## config.mk

```make
export PLATFORM = sky130hd
export DESIGN_NAME = uart_rx_sampler
export DESIGN_NICKNAME = d
export VERILOG_FILES = /design/src/rtl/uart_rx_sampler.sv
export SDC_FILE = /design/constraint.sdc
export NUM_CORES = 1
export LEC_CHECK = 0
export CORE_MARGIN = 2
export CORE_UTILIZATION = 40
export CTS_CLUSTER_DIAMETER = 80
export CTS_CLUSTER_SIZE = 10
export DETAILED_ROUTE_END_ITERATION = 7
export GPL_TIMING_DRIVEN = 1
export PLACE_DENSITY = 0.73
export SKIP_LAST_GASP = 1
export SYNTH_ARGS = -nofsm -noshare
export SYNTH_HDL_FRONTEND = slang
export SYNTH_SLANG_ARGS = --single-unit
```

## constraint.sdc

```tcl
create_clock -name clk -period 2.4 [get_ports clk]
set_input_delay 0.6 -clock clk [delete_from_list [all_inputs] [get_ports clk]]
set_output_delay 0.6 -clock clk [all_outputs]
set_load 0.1 [all_outputs]
```

## src/rtl/uart_rx_sampler.sv

```systemverilog
// UART receive oversampling front end: line synchroniser, edge/bit counters and per-bit sampler.
// Define UART_RX_MAJORITY_EN for a three-sample majority vote around mid-bit; otherwise a single mid-bit sample.
module uart_rx_sampler #(
   parameter int PRESCALE_W = 6
) (
   input  logic                  clk,
   input  logic                  rst,
   input  logic                  rx_in,
   input  logic [PRESCALE_W-1:0] prescale,
   input  logic                  par_en,
   input  logic                  edge_cnt_en,
   input  logic                  data_sample_en,
   output logic                  rx_sync,
   output logic [PRESCALE_W-1:0] edge_cnt,
   output logic [3:0]            bit_cnt,
   output logic                  sampled_bit,
   output logic                  sample_valid
);

   localparam logic [PRESCALE_W-1:0] PRE_DEF = PRESCALE_W'(8);
   localparam logic [PRESCALE_W-1:0] ONE     = PRESCALE_W'(1);

   logic [1:0]            sync_reg;
   logic [PRESCALE_W-1:0] pre_reg, pre_next;
   logic [PRESCALE_W-1:0] edge_cnt_reg, edge_cnt_next;
   logic [3:0]            bit_cnt_reg, bit_cnt_next;
   logic                  sampled_bit_reg, sampled_bit_next;
   logic                  sample_valid_reg, sample_valid_next;
   logic [PRESCALE_W-1:0] mid;
   logic [PRESCALE_W-1:0] pre_last;
   logic [3:0]            last;
   logic                  bit_end;
   logic                  sample_en;
   logic                  prescale_legal;

   always_ff @(posedge clk or negedge rst) begin
      if (!rst) begin
         sync_reg <= 2'b11;
      end else begin
         sync_reg <= {sync_reg[0], rx_in};
      end
   end

   assign rx_sync = sync_reg[1];

   assign prescale_legal = (prescale == PRESCALE_W'(8))  ||
                           (prescale == PRESCALE_W'(16)) ||
                           (prescale == PRESCALE_W'(32));
   assign mid       = pre_reg >> 1;
   assign pre_last  = pre_reg - ONE;
   assign last      = par_en ? 4'd10 : 4'd9;
   assign bit_end   = (edge_cnt_reg == pre_last);
   assign sample_en = edge_cnt_en & data_sample_en;

   // Ratio only follows the input while idle, so a frame keeps one bit period throughout.
   always_comb begin
      pre_next = pre_reg;
      if (!edge_cnt_en) begin
         pre_next = prescale_legal ? prescale : PRE_DEF;
      end
   end

   // Counters are not cleared on frame wrap so back-to-back frames count without a gap.
   always_comb begin
      edge_cnt_next = '0;
      bit_cnt_next  = '0;
      if (edge_cnt_en) begin
         edge_cnt_next = bit_end ? '0 : edge_cnt_reg + ONE;
         bit_cnt_next  = bit_cnt_reg;
         if (bit_end) begin
            bit_cnt_next = (bit_cnt_reg == last) ? 4'd0 : bit_cnt_reg + 4'd1;
         end
      end
   end

`ifdef UART_RX_MAJORITY_EN
   logic s0_reg, s0_next;
   logic s1_reg, s1_next;

   // The third vote sample is the live rx_sync on the mid+1 tick, so it needs no register.
   always_comb begin
      s0_next           = s0_reg;
      s1_next           = s1_reg;
      sampled_bit_next  = sampled_bit_reg;
      sample_valid_next = 1'b0;
      if (sample_en) begin
         if (edge_cnt_reg == mid - ONE) begin
            s0_next = rx_sync;
         end
         if (edge_cnt_reg == mid) begin
            s1_next = rx_sync;
         end
         if (edge_cnt_reg == mid + ONE) begin
            sampled_bit_next  = (s0_reg & s1_reg) | (s0_reg & rx_sync) | (s1_reg & rx_sync);
            sample_valid_next = 1'b1;
         end
      end
   end

   always_ff @(posedge clk or negedge rst) begin
      if (!rst) begin
         s0_reg <= 1'b1;
         s1_reg <= 1'b1;
      end else begin
         s0_reg <= s0_next;
         s1_reg <= s1_next;
      end
   end
`else
   always_comb begin
      sampled_bit_next  = sampled_bit_reg;
      sample_valid_next = 1'b0;
      if (sample_en && (edge_cnt_reg == mid)) begin
         sampled_bit_next  = rx_sync;
         sample_valid_next = 1'b1;
      end
   end
`endif

   always_ff @(posedge clk or negedge rst) begin
      if (!rst) begin
         pre_reg          <= PRE_DEF;
         edge_cnt_reg     <= '0;
         bit_cnt_reg      <= 4'd0;
         sampled_bit_reg  <= 1'b1;
         sample_valid_reg <= 1'b0;
      end else begin
         pre_reg          <= pre_next;
         edge_cnt_reg     <= edge_cnt_next;
         bit_cnt_reg      <= bit_cnt_next;
         sampled_bit_reg  <= sampled_bit_next;
         sample_valid_reg <= sample_valid_next;
      end
   end

   assign edge_cnt     = edge_cnt_reg;
   assign bit_cnt      = bit_cnt_reg;
   assign sampled_bit  = sampled_bit_reg;
   assign sample_valid = sample_valid_reg;

endmodule
```

==> results.sh, run 1 <==
export IMPL_area_delta_synth_final_pct=25.9
export IMPL_synth_cells=108
export IMPL_clock_fmax_mhz=487
export IMPL_die_area_um2=3270
export IMPL_grt_pass1_vias=904
export IMPL_start_util=0.417
export IMPL_stdcell_count=164
export IMPL_crit_fanout=4
export IMPL_final_common_cell="dfrtp_1"
export IMPL_cp_slowest_cell="dfrtp_1"
export IMPL_core_rowCount=19
export IMPL_setup_viol=0
export IMPL_power_frac_seq=0.454
export IMPL_drv_cap=0
export IMPL_r2r_end="bit_cnt[2]"
export IMPL_ys_warn_count=0
export IMPL_required_ns=2.60
export IMPL_r2r_cells=7
export IMPL_regToRegSetupSlack_ns=0.34
export IMPL_critPathMaxStageDelay_ns=0.43
export IMPL_synth_fp_nets=123
export IMPL_core_area_um2=2710
export IMPL_io_buffer_count=24
export IMPL_holdPathStages=0
export IMPL_hpwl_um=1670
export IMPL_drt_iter0_drc=5
export IMPL_finish_net_count=149
export IMPL_antenna_diode_count=0
export IMPL_synth_async_reset_ratio=1.00
export IMPL_wl_um=2300
export IMPL_p_switching_w=0.000237
export IMPL_cts_buffers=3
export IMPL_internal_power_w=0.000575
export IMPL_place_gp_congestion=0.795
export IMPL_status="completed"
export IMPL_htreeDepth=1
export IMPL_finalHoldViolCount=0
export IMPL_r2r_start="pre_reg[0]"
export IMPL_yosys_most_used_dff="dfrtp_1"
export IMPL_dieHeight_um=57.1
export IMPL_total_power_w=0.000812
export IMPL_ir_drop_mv=0.333
export IMPL_fillers=258
export IMPL_num_vias=888
export IMPL_postCtsSetupBuffers=0
export IMPL_rsz0062_at_grt="false"
export IMPL_postPlaceCellArea_um2=1370
export IMPL_wl_per_cell_um=14.0
export IMPL_clk_path_buf_depth=2
export IMPL_ys_ff_latch=20
export IMPL_hold_end="sync_reg[1]"
export IMPL_whs_ns=0.367
export IMPL_arrival_ns=2.26
export IMPL_cts_root_buf="clkbuf_4"
export IMPL_synth_edff_count=0
export IMPL_drive_gt1_frac=0.218
export IMPL_finalCritPeriodShare=0.856
export IMPL_final_area_um2=1420
export IMPL_hold_start="sync_reg[0]"
export IMPL_holdBufCountCts=0
export IMPL_clkSinkCount=20
export IMPL_timing_worst_setup_path_type="reg -> reg"
export IMPL_slew_headroom=0.659
export IMPL_synth_area_per_cell_um2=10.5
export IMPL_finalMaxSlewViolations=0
export IMPL_cts_resized=0
export IMPL_mostFrequentLayoutCells="dfrtp_1 (16), buf_4 (15), xnor2_1 (11), clkdlybuf4s50_1 (11), nand2_1 (8)"
export IMPL_grt_pass1_wl_um=4080
export IMPL_power_density_nw_per_um2=571
export IMPL_syn_area_um2=1130
export IMPL_clock_latency_ns=0.30
export IMPL_cts_tree="done"
export IMPL_grtUsageTotal=0.157
export IMPL_drtPass1Iterations=4
export IMPL_endpoint_kind="flip-flop"
export IMPL_ant_nets=0
export IMPL_io_pin_count=25
export IMPL_place_inst=160
export IMPL_pwr_share_comb=0.204
export IMPL_clkTransAtPathRegs_ns=0.12
export IMPL_worst_pin_slew_ns=0.506
export IMPL_ys_types=41
export IMPL_clockPowerShare=0.343
export IMPL_grt_max_degree=21
export IMPL_vias_per_cell=5.41
export IMPL_min_period_ns=2.06
export IMPL_ys_seq_area_frac=0.447
export IMPL_antenna_found_initial=0
export IMPL_route_detailed_drc=0
export IMPL_swShare=0.292
export IMPL_die_w_um=57.1
export IMPL_cp_cell_sequence="inv_1, ha_1, or3b_1, a211o_1, nor4_4, a31oi_1, a41o_1"
export IMPL_fin_worst_skew_ns=0.00149
export IMPL_start_kind="flip-flop"
export IMPL_min_path_type="reg -> reg"
export IMPL_overflow=0
export IMPL_leakage_nw=0.692
export IMPL_setup_tns_ns=0
## power by group through the flow
stage | logic (W) | clock network (W) | registers, W
2_1_floorplan | 0.0000386 | 0 | 0.000450
3_3_place_gp | 0.000164 | 0 | 0.000374
3_5_place_dp | 0.000166 | 0 | 0.000375
4_1_cts | 0.000166 | 0.000282 | 0.000369
5_1_grt | 0.000176 | 0.000298 | 0.000371
6_report | 0.000165 | 0.000278 | 0.000368
## area by class of cell
cell class                 count  area, µm²  area share
clock buffer                   3       22.5      0.0158
clock inverter                 1       30.0      0.0211
inverter                       3       11.3     0.00792
multi-input combinational     80        592       0.416
sequential                    20        505       0.355
tap                           31       38.8      0.0273
timing repair buffer          26        223       0.157
## critical path: cells and delay by family (launching register included)
family                     cells  cell delay (ns)
AOI/OAI and AO/OA              3             0.68
adders and majority gates      1             0.17
buffers and inverters          1             0.07
DFF                            1             0.43
and+or+nand+nor                2             0.60
## cell usage after synthesis, types with 2 or more instances
cell / instances / share of area
xor2_1: 4 / 0.031
clkbuf_1: 3 / 0.010
o21ai_0: 2 / 0.0089
nand2b_1: 3 / 0.017
and3b_1: 3 / 0.023
o31ai_1: 2 / 0.013
dfstp_2: 4 / 0.093
ha_1: 3 / 0.033
dfrtp_1: 16 / 0.35
nor2b_1: 3 / 0.017
nor2_1: 4 / 0.013
and3_1: 5 / 0.028
clkbuf_2: 2 / 0.0089
nand3_1: 3 / 0.013
mux2i_1: 3 / 0.027
nand2_1: 8 / 0.027
and2_1: 2 / 0.011
inv_1: 3 / 0.010
o211ai_1: 2 / 0.013
xnor2_1: 11 / 0.085
a21oi_1: 2 / 0.0089
## metrics by stage
stage,setup slack [ns],util
after floorplan,0.113,-
after global placement,0.411,0.506
after detailed placement,0.364,0.506
after CTS,0.341,0.525
after global routing,0.202,0.525
final,0.345,0.525
## cell families after synthesis
logic type / synth area share
and+or+nand+nor: 0.243
AOI/OAI and AO/OA: 0.0952
muxes: 0.0365
adders and majority gates: 0.0332
buffers and inverters: 0.0288
xor gates and xnor gates: 0.116
DFF: 0.447
## worst max-delay path by stage
stage                            from          end  cells past startpoint
after floorplan           edge_cnt[3]   bit_cnt[2]                      6
after global placement     pre_reg[0]   bit_cnt[2]                      7
after detailed placement   pre_reg[0]  edge_cnt[5]                      7
after CTS                  pre_reg[0]   bit_cnt[2]                      7
after global routing       pre_reg[0]   bit_cnt[2]                      7
final                      pre_reg[0]   bit_cnt[2]                      7
## layer usage
layer	vias to the layer above	global-route usage	part of all wire
li1	429	-	-
met1	431	0.208	0.45
met2	24	0.264	0.50
met3	4	0.0204	0.034
met4	0	0.0565	0.017
met5	-	0	0
Note: power is estimated with default switching activity, not from simulation.
==> inputs of run 2 (changes only) <==
- CORE_MARGIN: 2 -> not set
==> run 2 against run 1 <==
Sequential power about the same. Setup slack worse by 0.059 ns. Maximum frequency is 2.8% lower. Critical endpoint is now edge_cnt[3]. Register-to-register slack worse by 0.06 ns. Critical path type unchanged. Highest routed layer unchanged. Power is 11% lower. Critical path depth unchanged. Design area shrank 1.2%.
==> results.sh, run 2 (synthesis results as in run 1) <==
export IMPL_vias_per_cell=5.34
export IMPL_core_rowCount=18
export IMPL_drv_cap=0
export IMPL_wl_per_cell_um=13.5
export IMPL_grt_pass1_wl_um=3470
export IMPL_dieHeight_um=55.1
export IMPL_drive_gt1_frac=0.218
export IMPL_min_period_ns=2.11
export IMPL_die_area_um2=3040
export IMPL_cts_tree="done"
export IMPL_setup_viol=0
export IMPL_min_path_type="reg -> reg"
export IMPL_crit_fanout=9
export IMPL_clock_fmax_mhz=473
export IMPL_place_gp_congestion=0.876
export IMPL_clock_latency_ns=0.30
export IMPL_holdBufCountCts=0
export IMPL_io_buffer_count=24
export IMPL_drtPass1Iterations=6
export IMPL_status="completed"
export IMPL_clkSinkCount=20
export IMPL_power_frac_seq=0.508
export IMPL_swShare=0.313
export IMPL_leakage_nw=0.685
export IMPL_ant_nets=0
export IMPL_finish_net_count=149
export IMPL_worst_pin_slew_ns=0.443
export IMPL_finalMaxSlewViolations=0
export IMPL_ir_drop_mv=0.411
export IMPL_fin_worst_skew_ns=0.00198
export IMPL_pwr_share_comb=0.226
export IMPL_cts_buffers=3
export IMPL_overflow=0
export IMPL_wl_um=2200
export IMPL_setup_tns_ns=0
export IMPL_whs_ns=0.362
export IMPL_num_vias=871
export IMPL_final_common_cell="dfrtp_1"
export IMPL_endpoint_kind="flip-flop"
export IMPL_final_util=0.547
export IMPL_p_switching_w=0.000227
export IMPL_core_area_um2=2570
export IMPL_finalHoldViolCount=0
export IMPL_multi_input_area_um2=592
export IMPL_mostFrequentLayoutCells="dfrtp_1 (16), buf_4 (15), xnor2_1 (11), clkdlybuf4s50_1 (11), nand2_1 (8)"
export IMPL_clockPowerShare=0.265
export IMPL_start_util=0.440
export IMPL_required_ns=2.60
export IMPL_clk_path_buf_depth=2
export IMPL_fillers=236
export IMPL_die_w_um=55.1
export IMPL_antenna_diode_count=0
export IMPL_drt_iter0_drc=10
export IMPL_start_kind="flip-flop"
export IMPL_cts_root_buf="clkbuf_4"
export IMPL_cts_resized=0
export IMPL_antenna_found_initial=0
export IMPL_htreeDepth=1
export IMPL_timing_worst_setup_path_type="reg -> reg"
export IMPL_setup_ws_ns=0.286
export IMPL_postCtsSetupBuffers=0
export IMPL_hpwl_um=1670
export IMPL_route_detailed_drc=0
export IMPL_power_density_nw_per_um2=517
export IMPL_rsz0062_at_grt="false"
export IMPL_regArea_um2=505
export IMPL_grtUsageTotal=0.166
export IMPL_grt_pass1_vias=775
export IMPL_slew_headroom=0.702
export IMPL_io_pin_count=25
export IMPL_clkTransAtPathRegs_ns=0.10
export IMPL_internal_power_w=0.000499
export IMPL_arrival_ns=2.31
export IMPL_pre_cts_ws_ns=0.309
export IMPL_grt_max_degree=21
export IMPL_area_delta_synth_final_pct=24.4
export IMPL_finalCritPeriodShare=0.881
## run 2: stage by stage
step	instance area [µm²]	total power (W)	instances
2_1_floorplan	1130	0.000488	108
3_3_place_gp	1370	0.000539	159
3_5_place_dp	1370	0.000541	159
4_1_cts	1410	0.000736	163
5_1_grt	1410	0.000761	163
6_report	1410	0.000726	163
## run 2: path summary, 6_finish.rpt
| path | startpoint | to | slack [ns] | cells after the start |
|---|---|---|---|---|
| max | pre_reg[1] | edge_cnt[3] | 0.29 | 7 |
| min | sync_reg[0] | sync_reg[1] | 0.36 | 0 |
| max reg2reg | pre_reg[1] | edge_cnt[3] | 0.29 | 7 |
| min reg2reg | sync_reg[0] | sync_reg[1] | 0.36 | 0 |
| max in group asynchronous | rst | sampled_bit | 1.50 | 2 |
| min in group asynchronous | rst | pre_reg[4] | 0.63 | 2 |
## run 2: layout make-up
cell class,count,area share
Sequential cell,20,0.360
Timing Repair Buffer,26,0.159
Clock buffer,4,0.0258
Inverter,3,0.00801
Multi-Input combinational cell,80,0.421
Tap cell,30,0.0267
## run 2: critical path: stages (launching register included)
cell     delay (ns)
dfrtp_1        0.44
inv_1          0.07
ha_1           0.17
or3b_1         0.35
a211o_1        0.33
nor4_4         0.28
nand2_4        0.15
and3_1         0.20
## run 2: per-layer routing
metal  vias up  track usage  wire, µm
met4         0       0.0542        34
met3         6       0.0683       106
met2        19        0.259      1060
met1       415        0.208      1000
li1        431            -         -
met5         -            0         0
## run 2: power by group through the flow
stage	combinational [W]	clock (W)	sequential, W
2_1_floorplan	0.0000386	0	0.000450
3_3_place_gp	0.000164	0	0.000375
3_5_place_dp	0.000166	0	0.000376
4_1_cts	0.000166	0.000200	0.000369
5_1_grt	0.000174	0.000215	0.000372
6_report	0.000164	0.000193	0.000369
==> inputs of run 3 (changes only) <==
- TNS_END_PERCENT: not set -> 5
==> results of run 3 <==
No change in the layout: final DEF, timing and power equal those of run 2.
